### src/rtl/adc_readout_streamer.sv
// Streams packed 12-bit ADC capture-RAM words as zero-extended 16-bit sample pairs.
// Defining ADC_RDBK_TESTPAT_EN adds iTestPatEn, which substitutes a counting test pattern for RAM data.
module adc_readout_streamer #(
  parameter int RD_LATENCY = 2
) (
  input  logic        sys_clk,
  input  logic        reset_n,
  input  logic        iDataReady,
  input  logic [15:0] iRecLength,
  output logic        oRdEn,
  output logic [14:0] oRAddr,
  input  logic [63:0] iRamData0,
  input  logic [31:0] iRamData1,
`ifdef ADC_RDBK_TESTPAT_EN
  input  logic        iTestPatEn,
`endif
  output logic [31:0] oStreamData,
  output logic        oStreamValid,
  input  logic        iStreamReady,
  output logic        oStreamLast,
  output logic        oBusy,
  output logic        oDone
);

  typedef enum logic [2:0] {IDLE, ISSUE, WAIT, SEND, DONE} state_e;

  state_e      state_q, state_d;
  logic        rdyPrev_q;
  logic        armed_q;
  logic [15:0] len_q, len_d;
  logic [15:0] wordIdx_q, wordIdx_d;
  logic [2:0]  waitCnt_q, waitCnt_d;
  logic [1:0]  beat_q, beat_d;
  logic [95:0] hold_q, hold_d;
  logic [95:0] capWord;
  logic [15:0] nextIdx;
  logic        startEdge;
  logic [11:0] chLo, chHi;

  // Concatenating {D1, D0} places ch0..ch7 in consecutive 12-bit fields.
`ifdef ADC_RDBK_TESTPAT_EN
  logic [95:0] patWord;
  always_comb begin
    patWord = '0;
    for (int n = 0; n < 8; n++) begin
      patWord[12*n +: 12] = {wordIdx_q[8:0], 3'(n)};
    end
  end
  assign capWord = iTestPatEn ? patWord : {iRamData1, iRamData0};
`else
  assign capWord = {iRamData1, iRamData0};
`endif

  assign nextIdx   = wordIdx_q + 16'd1;
  // armed_q blocks a start from a level that was already high when reset released.
  assign startEdge = iDataReady && !rdyPrev_q && armed_q;

  always_comb begin
    state_d   = state_q;
    len_d     = len_q;
    wordIdx_d = wordIdx_q;
    waitCnt_d = waitCnt_q;
    beat_d    = beat_q;
    hold_d    = hold_q;
    case (state_q)
      IDLE: begin
        if (startEdge) begin
          len_d     = iRecLength[15] ? 16'h8000 : iRecLength;
          wordIdx_d = '0;
          state_d   = (iRecLength == 16'd0) ? DONE : ISSUE;
        end
      end
      ISSUE: begin
        waitCnt_d = '0;
        state_d   = WAIT;
      end
      WAIT: begin
        if (waitCnt_q == 3'(RD_LATENCY - 1)) begin
          hold_d  = capWord;
          beat_d  = '0;
          state_d = SEND;
        end else begin
          waitCnt_d = waitCnt_q + 3'd1;
        end
      end
      SEND: begin
        if (iStreamReady) begin
          if (beat_q == 2'd3) begin
            if (nextIdx < len_q) begin
              wordIdx_d = nextIdx;
              state_d   = ISSUE;
            end else begin
              state_d = DONE;
            end
          end else begin
            beat_d = beat_q + 2'd1;
          end
        end
      end
      DONE: begin
        if (!iDataReady) state_d = IDLE;
      end
      default: state_d = IDLE;
    endcase
  end

  always_ff @(posedge sys_clk) begin
    if (!reset_n) begin
      state_q   <= IDLE;
      rdyPrev_q <= 1'b0;
      armed_q   <= !iDataReady;
      len_q     <= '0;
      wordIdx_q <= '0;
      waitCnt_q <= '0;
      beat_q    <= '0;
      hold_q    <= '0;
    end else begin
      state_q   <= state_d;
      rdyPrev_q <= iDataReady;
      armed_q   <= armed_q || !iDataReady;
      len_q     <= len_d;
      wordIdx_q <= wordIdx_d;
      waitCnt_q <= waitCnt_d;
      beat_q    <= beat_d;
      hold_q    <= hold_d;
    end
  end

  always_comb begin
    case (beat_q)
      2'd0:    {chHi, chLo} = hold_q[23:0];
      2'd1:    {chHi, chLo} = hold_q[47:24];
      2'd2:    {chHi, chLo} = hold_q[71:48];
      default: {chHi, chLo} = hold_q[95:72];
    endcase
  end

  assign oRdEn        = (state_q == ISSUE);
  assign oRAddr       = wordIdx_q[14:0];
  assign oStreamValid = (state_q == SEND);
  assign oStreamData  = (state_q == SEND) ? {4'b0, chHi, 4'b0, chLo} : 32'd0;
  assign oStreamLast  = (state_q == SEND) && (beat_q == 2'd3) && (nextIdx == len_q);
  assign oBusy        = (state_q == ISSUE) || (state_q == WAIT) || (state_q == SEND);
  assign oDone        = (state_q == DONE);

endmodule

### config.mk
export PLATFORM = sky130hd
export DESIGN_NAME = adc_readout_streamer
export DESIGN_NICKNAME = d
export VERILOG_FILES = /design/src/rtl/adc_readout_streamer.sv
export SDC_FILE = /design/constraint.sdc
export NUM_CORES = 1
export LEC_CHECK = 0
export CAP_MARGIN = 5
export CORE_AREA = 2 2 114 116
export DETAILED_ROUTE_END_ITERATION = 8
export DIE_AREA = 0 0 116 118
export DONT_BUFFER_PORTS = 1
export GPL_TIMING_DRIVEN = 0
export PLACE_DENSITY = 0.79
export SLEW_MARGIN = 20
export SYNTH_ARGS = -nofsm -noshare
export SYNTH_HDL_FRONTEND = slang
export SYNTH_SLANG_ARGS = --single-unit
### constraint.sdc
create_clock -name sys_clk -period 5.4 [get_ports sys_clk]
set_input_delay 1.08 -clock sys_clk [delete_from_list [all_inputs] [get_ports sys_clk]]
set_output_delay 1.08 -clock sys_clk [all_outputs]
set_load 0.02 [all_outputs]
# --- Yosys cells after proc, flatten, opt, wreduce, memory -nomap -nowiden ---
# Cells that the tools add are included.
totals:
  out_inout_bits: 52
  register_bits: 138
  mem_bits_ro: 0
  latchBits: 0
  n_memories: 0
  word_cells: 74
  inputBits: 116
  ram_bits: 0
classes:
  n_lt_le_gt_ge: 1
  multipliers: 0
  reduce_logical: 21
  eq_ne: 17
  add_sub_neg: 3
  div_mod_pow: 0
  bitwise_logic: 0
  shift: 0
  n_mux: 24
op_table:
  columns: ["operator", "count"]
  rows:
  - ["two-way mux 16 bit", 5]
  - ["case mux 12 bit (3 select lines)", 2]
  - ["case mux 16 bit (2 select lines)", 1]
  - ["two-way mux 28 bit", 1]
  - ["two-way mux 3 bit", 8]
  - ["adder 16 x 1 -> 16 bit (second input constant)", 1]
  - ["equality test 16 bit", 1]
  - ["logical NOT 16 bit", 1]
  - ["less-than comparator 16 bit", 1]
  - ["case mux 3 bit (5 select lines)", 1]
  - ["!= test 2 bit (second input constant)", 5]
  - ["AND reduction 5 bit", 2]
  - ["equality test 3 x 1 -> 1 bit (second input constant)", 2]
  - ["equality test 3 x 2 -> 1 bit (second input constant)", 2]
  - ["two-way mux 2 bit", 3]
  - ["!= test 2 x 1 -> 1 bit (second input constant)", 3]
  - ["case mux 3 bit (2 select lines)", 1]
  - ["AND reduction 2 bit", 3]
  - ["nonzero test 2 bit", 3]
  - ["equality test 2 bit (second input constant)", 2]
  - ["logical AND 1 bit", 4]
  - ["case mux 2 bit (2 select lines)", 1]
  - ["AND reduction 4 bit", 1]
  - ["adder 3 x 1 -> 3 bit (second input constant)", 1]
  - ["other kinds (8)", 11]

# --- Logic depth before layout (Yosys ltp) ---
depth:
  ltp_word: 6
  ltp_mapped: 12
  ltp_nobuf: 11

# --- Least setup slack after synthesis ---
# OpenSTA, ideal clock, no wires.
synth_path:
  kind: "reg-to-output"
  from: "register wordIdx_q[0]"
  to: "output oStreamLast"
  arrival_ps: 3065
  n_path_buf: 0
  path_stages_with_launch: 10
  required_time_ps: 4320
  setup_slack_ps: 1255
  path_cell_list: "dfxtp_1 > ha_1 > inv_1 > or3_1 > o21a_1 > or2_1 > ha_1 > nand4_1 > or3_1 > nor4_1"
synth_between:
  elab_chain_len: 3
synth_rtl:
  columns: ["item", "line", "rtl"]
  rows:
  - ["start: declaration", "31", "logic [15:0] wordIdx_q, wordIdx_d;"]
  - ["start signal: assignment", "122", "wordIdx_q <= wordIdx_d;"]
  - ["adder 16 x 1 -> 16 bit", "54", "assign nextIdx = wordIdx_q + 16'd1;"]
  - ["equality test 16 bit", "142", "assign oStreamLast = (state_q == SEND) && (beat_q == 2'd3) && (nextIdx == len_q);"]
  - ["logical AND 1 bit", "142", null]
  - ["end: declaration", "20", "output logic oStreamLast,"]
# No other way between the ends.

# --- Final worst setup path ---
# Same ends and word-level chain as after synthesis.

==> results summary <==
The distinct cell type count after synthesis is 56. The port buffer count came out at 0. The aggregate routed wire length is 18700 um. The element type at the critical path start is a flip-flop.

The share of flip-flops with an asynchronous set or reset after synthesis is 0%. The post-route minimum period is 5120 ps. The die covers 13700 sq um. The data arrival time of the critical path came out at 4040 ps. The minimum hold slack came out at 445 ps. The total track usage is 27.4%.

The total power consumption of the routed design came out at 2.72 mW. Yosys mapped a number of flops with a built-in enable equal to 0. The overall die height is 118 um. The kind of end point of the critical path is an output port. The placer congestion estimate came out at 0.893. In the routed layout, each cell is associated on average with a via count of 5.76. Summed over all instances, the cell type with the most area after synthesis is sky130_fd_sc_hd__dfxtp_1. The post-route clock skew is 15.4 ps. Sorting the synthesized cells by area gives the leading types as sky130_fd_sc_hd__dfxtp_1, sky130_fd_sc_hd__nand2_1, sky130_fd_sc_hd__a21oi_1. The worst hold path belongs to the class flip-flop to flip-flop.

The largest fanout of any net on the critical path came out at 7. The H-tree was split into 4 levels. The top cell family by delay on the critical path is simple AND/OR/NAND/NOR gates. The final number of max-transition violations was 0. The count of max-cap constraint violations is 0. The final worst slack came out at 281 ps. The wire length of the first global-routing pass came out at 29000 um. The top-area cell type share of the netlist area is 41.0%. The flow ran to the end, and the final reports show no timing, DRC or antenna violations. The clock latency on the worst-skew pair came out at 430 ps. The DRC marker count from the first detailed-route iteration came out at 696. The area used by multi-input combinational logic is 3470 sq um.

The number of rows created at floorplan is 41. In the layout the commonest cells are sky130_fd_sc_hd__nand2_1, sky130_fd_sc_hd__a21oi_1, sky130_fd_sc_hd__dfxtp_1. The number of global-route vias before repair came out at 5772. The largest individual stage delay along the critical path comes from the cell sky130_fd_sc_hd__nor4_1. The remaining routing DRC violations came out at 0. The filler cell count in the final layout came out at 1143. The maximum ir drop on the vdd rail is 212 uV. The worst setup timing slack at the placement stage came out at 741 ps. Once the floorplan was initialized, standard cells occupied 54.3% of the core. The initial antenna violation count came out at 0. The clock net sink count is 138. By startpoint and endpoint, the worst setup path is classified as flip-flop to output port. The buffer count from post-CTS setup fixing is 0. In the final routed layout, each cell accounts on average for 17.3 um. The headroom to the max-slew limit is 22.5%. The floorplan step defined a core boundary enclosing 12400 sq um.

Setup repair after global routing left no endpoint under its margin. The clock passes through at most 2 buffers. The most used flip-flop cell after synthesis is sky130_fd_sc_hd__dfxtp_1.

The pin count of the biggest net entering global routing came out at 17. Yosys printed 0 warnings. The post-cts gate resize count came out at 0. The static leakage power is 2.79 nW.

The critical path data required time came out at 4320 ps. The clock-pin slew on the worst setup and hold paths is 60 ps. The power density of the placed cells came out at 358 nW/um^2. The synthesized area per cell is 7.76 sq um. From left edge to right edge, the die measures 116 um. The sequential cell area came out at 2760 sq um. The post-route antenna net violation count is 0. The area of the mapped netlist is 6740 sq um. The register area share after synthesis came out at 41.0%. The slew at the pin with the worst max-slew slack came out at 1150 ps.

The number of detailed-route iterations in the first pass is 6. Synthesis handed over a netlist of 868 instances. The number of nets in the finished design is 1034. The count of antenna diodes in the layout came out at 0. The area overhead of the layout relative to synthesis is 12.9%. The clock buffer count from CTS is 17. CTS placed an instance of sky130_fd_sc_hd__clkbuf_16 at the clock tree root. The number of vias in the routed layout is 6220. The hold-fix buffer count after cts came out at 0. On the worst path, the slowest cell contributes a delay of 960 ps. The synthesis-stage register bit count came out at 138.

The leading cell type in the layout, fill and taps excluded is sky130_fd_sc_hd__nand2_1. TritonCTS built the clock tree. Traced cell by cell, the critical path runs through ha_1 -> inv_1 -> or3_1 -> o21a_1 -> or2_1 -> ha_1 -> nand4_1 -> or3_1 -> nor4_1. The final period utilization came out at 94.8%. The detailed-placement wirelength estimate is 13800 um. The count of buffering cells on the critical path with inverters included came out at 1.

Timing would allow up to 195 MHz. The post-route setup TNS came out at 0 ps. The final number of hold-violating endpoints came out at 0.

The number of top-level pins is 168. The number of endpoints failing setup at the final stage came out at 0. The fraction of final layout cells with drive strength greater than 1 is 8.93%. The remaining global-route overflow came out at 0.
==> state kept, by name, summed over array words and instances, names as in the netlist <==
register   cells
armed_q        1
beat_q         2
hold_q        96
len_q         16
rdyPrev_q      1
state_q        3
waitCnt_q      3
wordIdx_q     16
==> synth_stat cells, drive strengths merged, types with 2 or more instances <==
library cell  count
o2111a            9
xor2              2
buf              39
or3               4
inv              26
o21bai            2
a22o              8
nand2           225
a21oi           145
and3              3
dfxtp           138
nor3              8
ha               24
clkbuf           41
xnor2             4
nor2b             4
a211oi            3
a2bb2oi           3
o21ai             3
nand3b           18
nor2             66
or2               9
nand2b            2
o21a              5
a222oi           24
nand3             9
o211ai            3
a21o              8
nor4              6
nand4            10
and2              4
==> cell families (layout without fill, tap and decap cells) <==
family          Yosys count  in the layout  share of synthesized area (%)
fa+ha+maj                24             24                           4.46
buf+inv                 106            138                           7.78
compound gates          220            220                           21.3
mux                       1              1                          0.149
other cells               1              8                         0.0557
flops                   138            138                           41.0
xor+xnor                  6              6                          0.780
simple gates            372            372                           24.4
==> worst register-to-register path, cell delays in order (launching register included) <==
cell	delay (ps)
sky130_fd_sc_hd__dfxtp_1	450
sky130_fd_sc_hd__ha_1	300
sky130_fd_sc_hd__inv_1	80
sky130_fd_sc_hd__or3_1	450
sky130_fd_sc_hd__o21a_1	220
sky130_fd_sc_hd__or2_1	230
sky130_fd_sc_hd__ha_1	290
sky130_fd_sc_hd__nand4_1	210
sky130_fd_sc_hd__a2111o_1	510
sky130_fd_sc_hd__a311oi_4	490
sky130_fd_sc_hd__buf_6	220
sky130_fd_sc_hd__a22o_1	150
==> power breakdown <==
| part | switching, mW | internal [mW] |
|---|---|---|
| combinational | 0.273 | 0.134 |
| sequential | 0.0316 | 1.07 |
| clock | 0.442 | 0.774 |
==> layer usage <==
metal	wire [um]	part of all wire, %	track usage [%]
met1	7800	42	35.4
met2	8230	44	41.1
met3	1990	11	9.68
met4	659	3.5	11.7
met5	0	0	0
==> area by class of cell <==
type / instances / area share [%]
buffer: 80 / 5.61
clock buffer: 22 / 6.37
clock inverter: 10 / 1.84
inverter: 26 / 1.28
multi-input combinational: 631 / 45.7
sequential: 138 / 36.3
tap: 172 / 2.83
==> worst paths after layout <==
check,start,end,slack (ps),cells past startpoint
worst max-delay path,wordIdx_q[0],oStreamLast,280,9
worst max register to register,wordIdx_q[0],wordIdx_q[13],1760,11
worst min register to register,armed_q,armed_q,440,2
worst min-delay path,armed_q,armed_q,440,2
==> metrics by stage <==
stage / utilization, % / area (sq um) / std cells
6_report: 61.2 / 7600 / 1079
3_3_place_gp: 56.2 / 6980 / 1047
5_1_grt: 61.2 / 7600 / 1079
4_1_cts: 61.2 / 7600 / 1079
2_1_floorplan: - / 6760 / 875
3_5_place_dp: 56.2 / 6980 / 1047
Note: power is estimated with default switching activity, not from simulation.
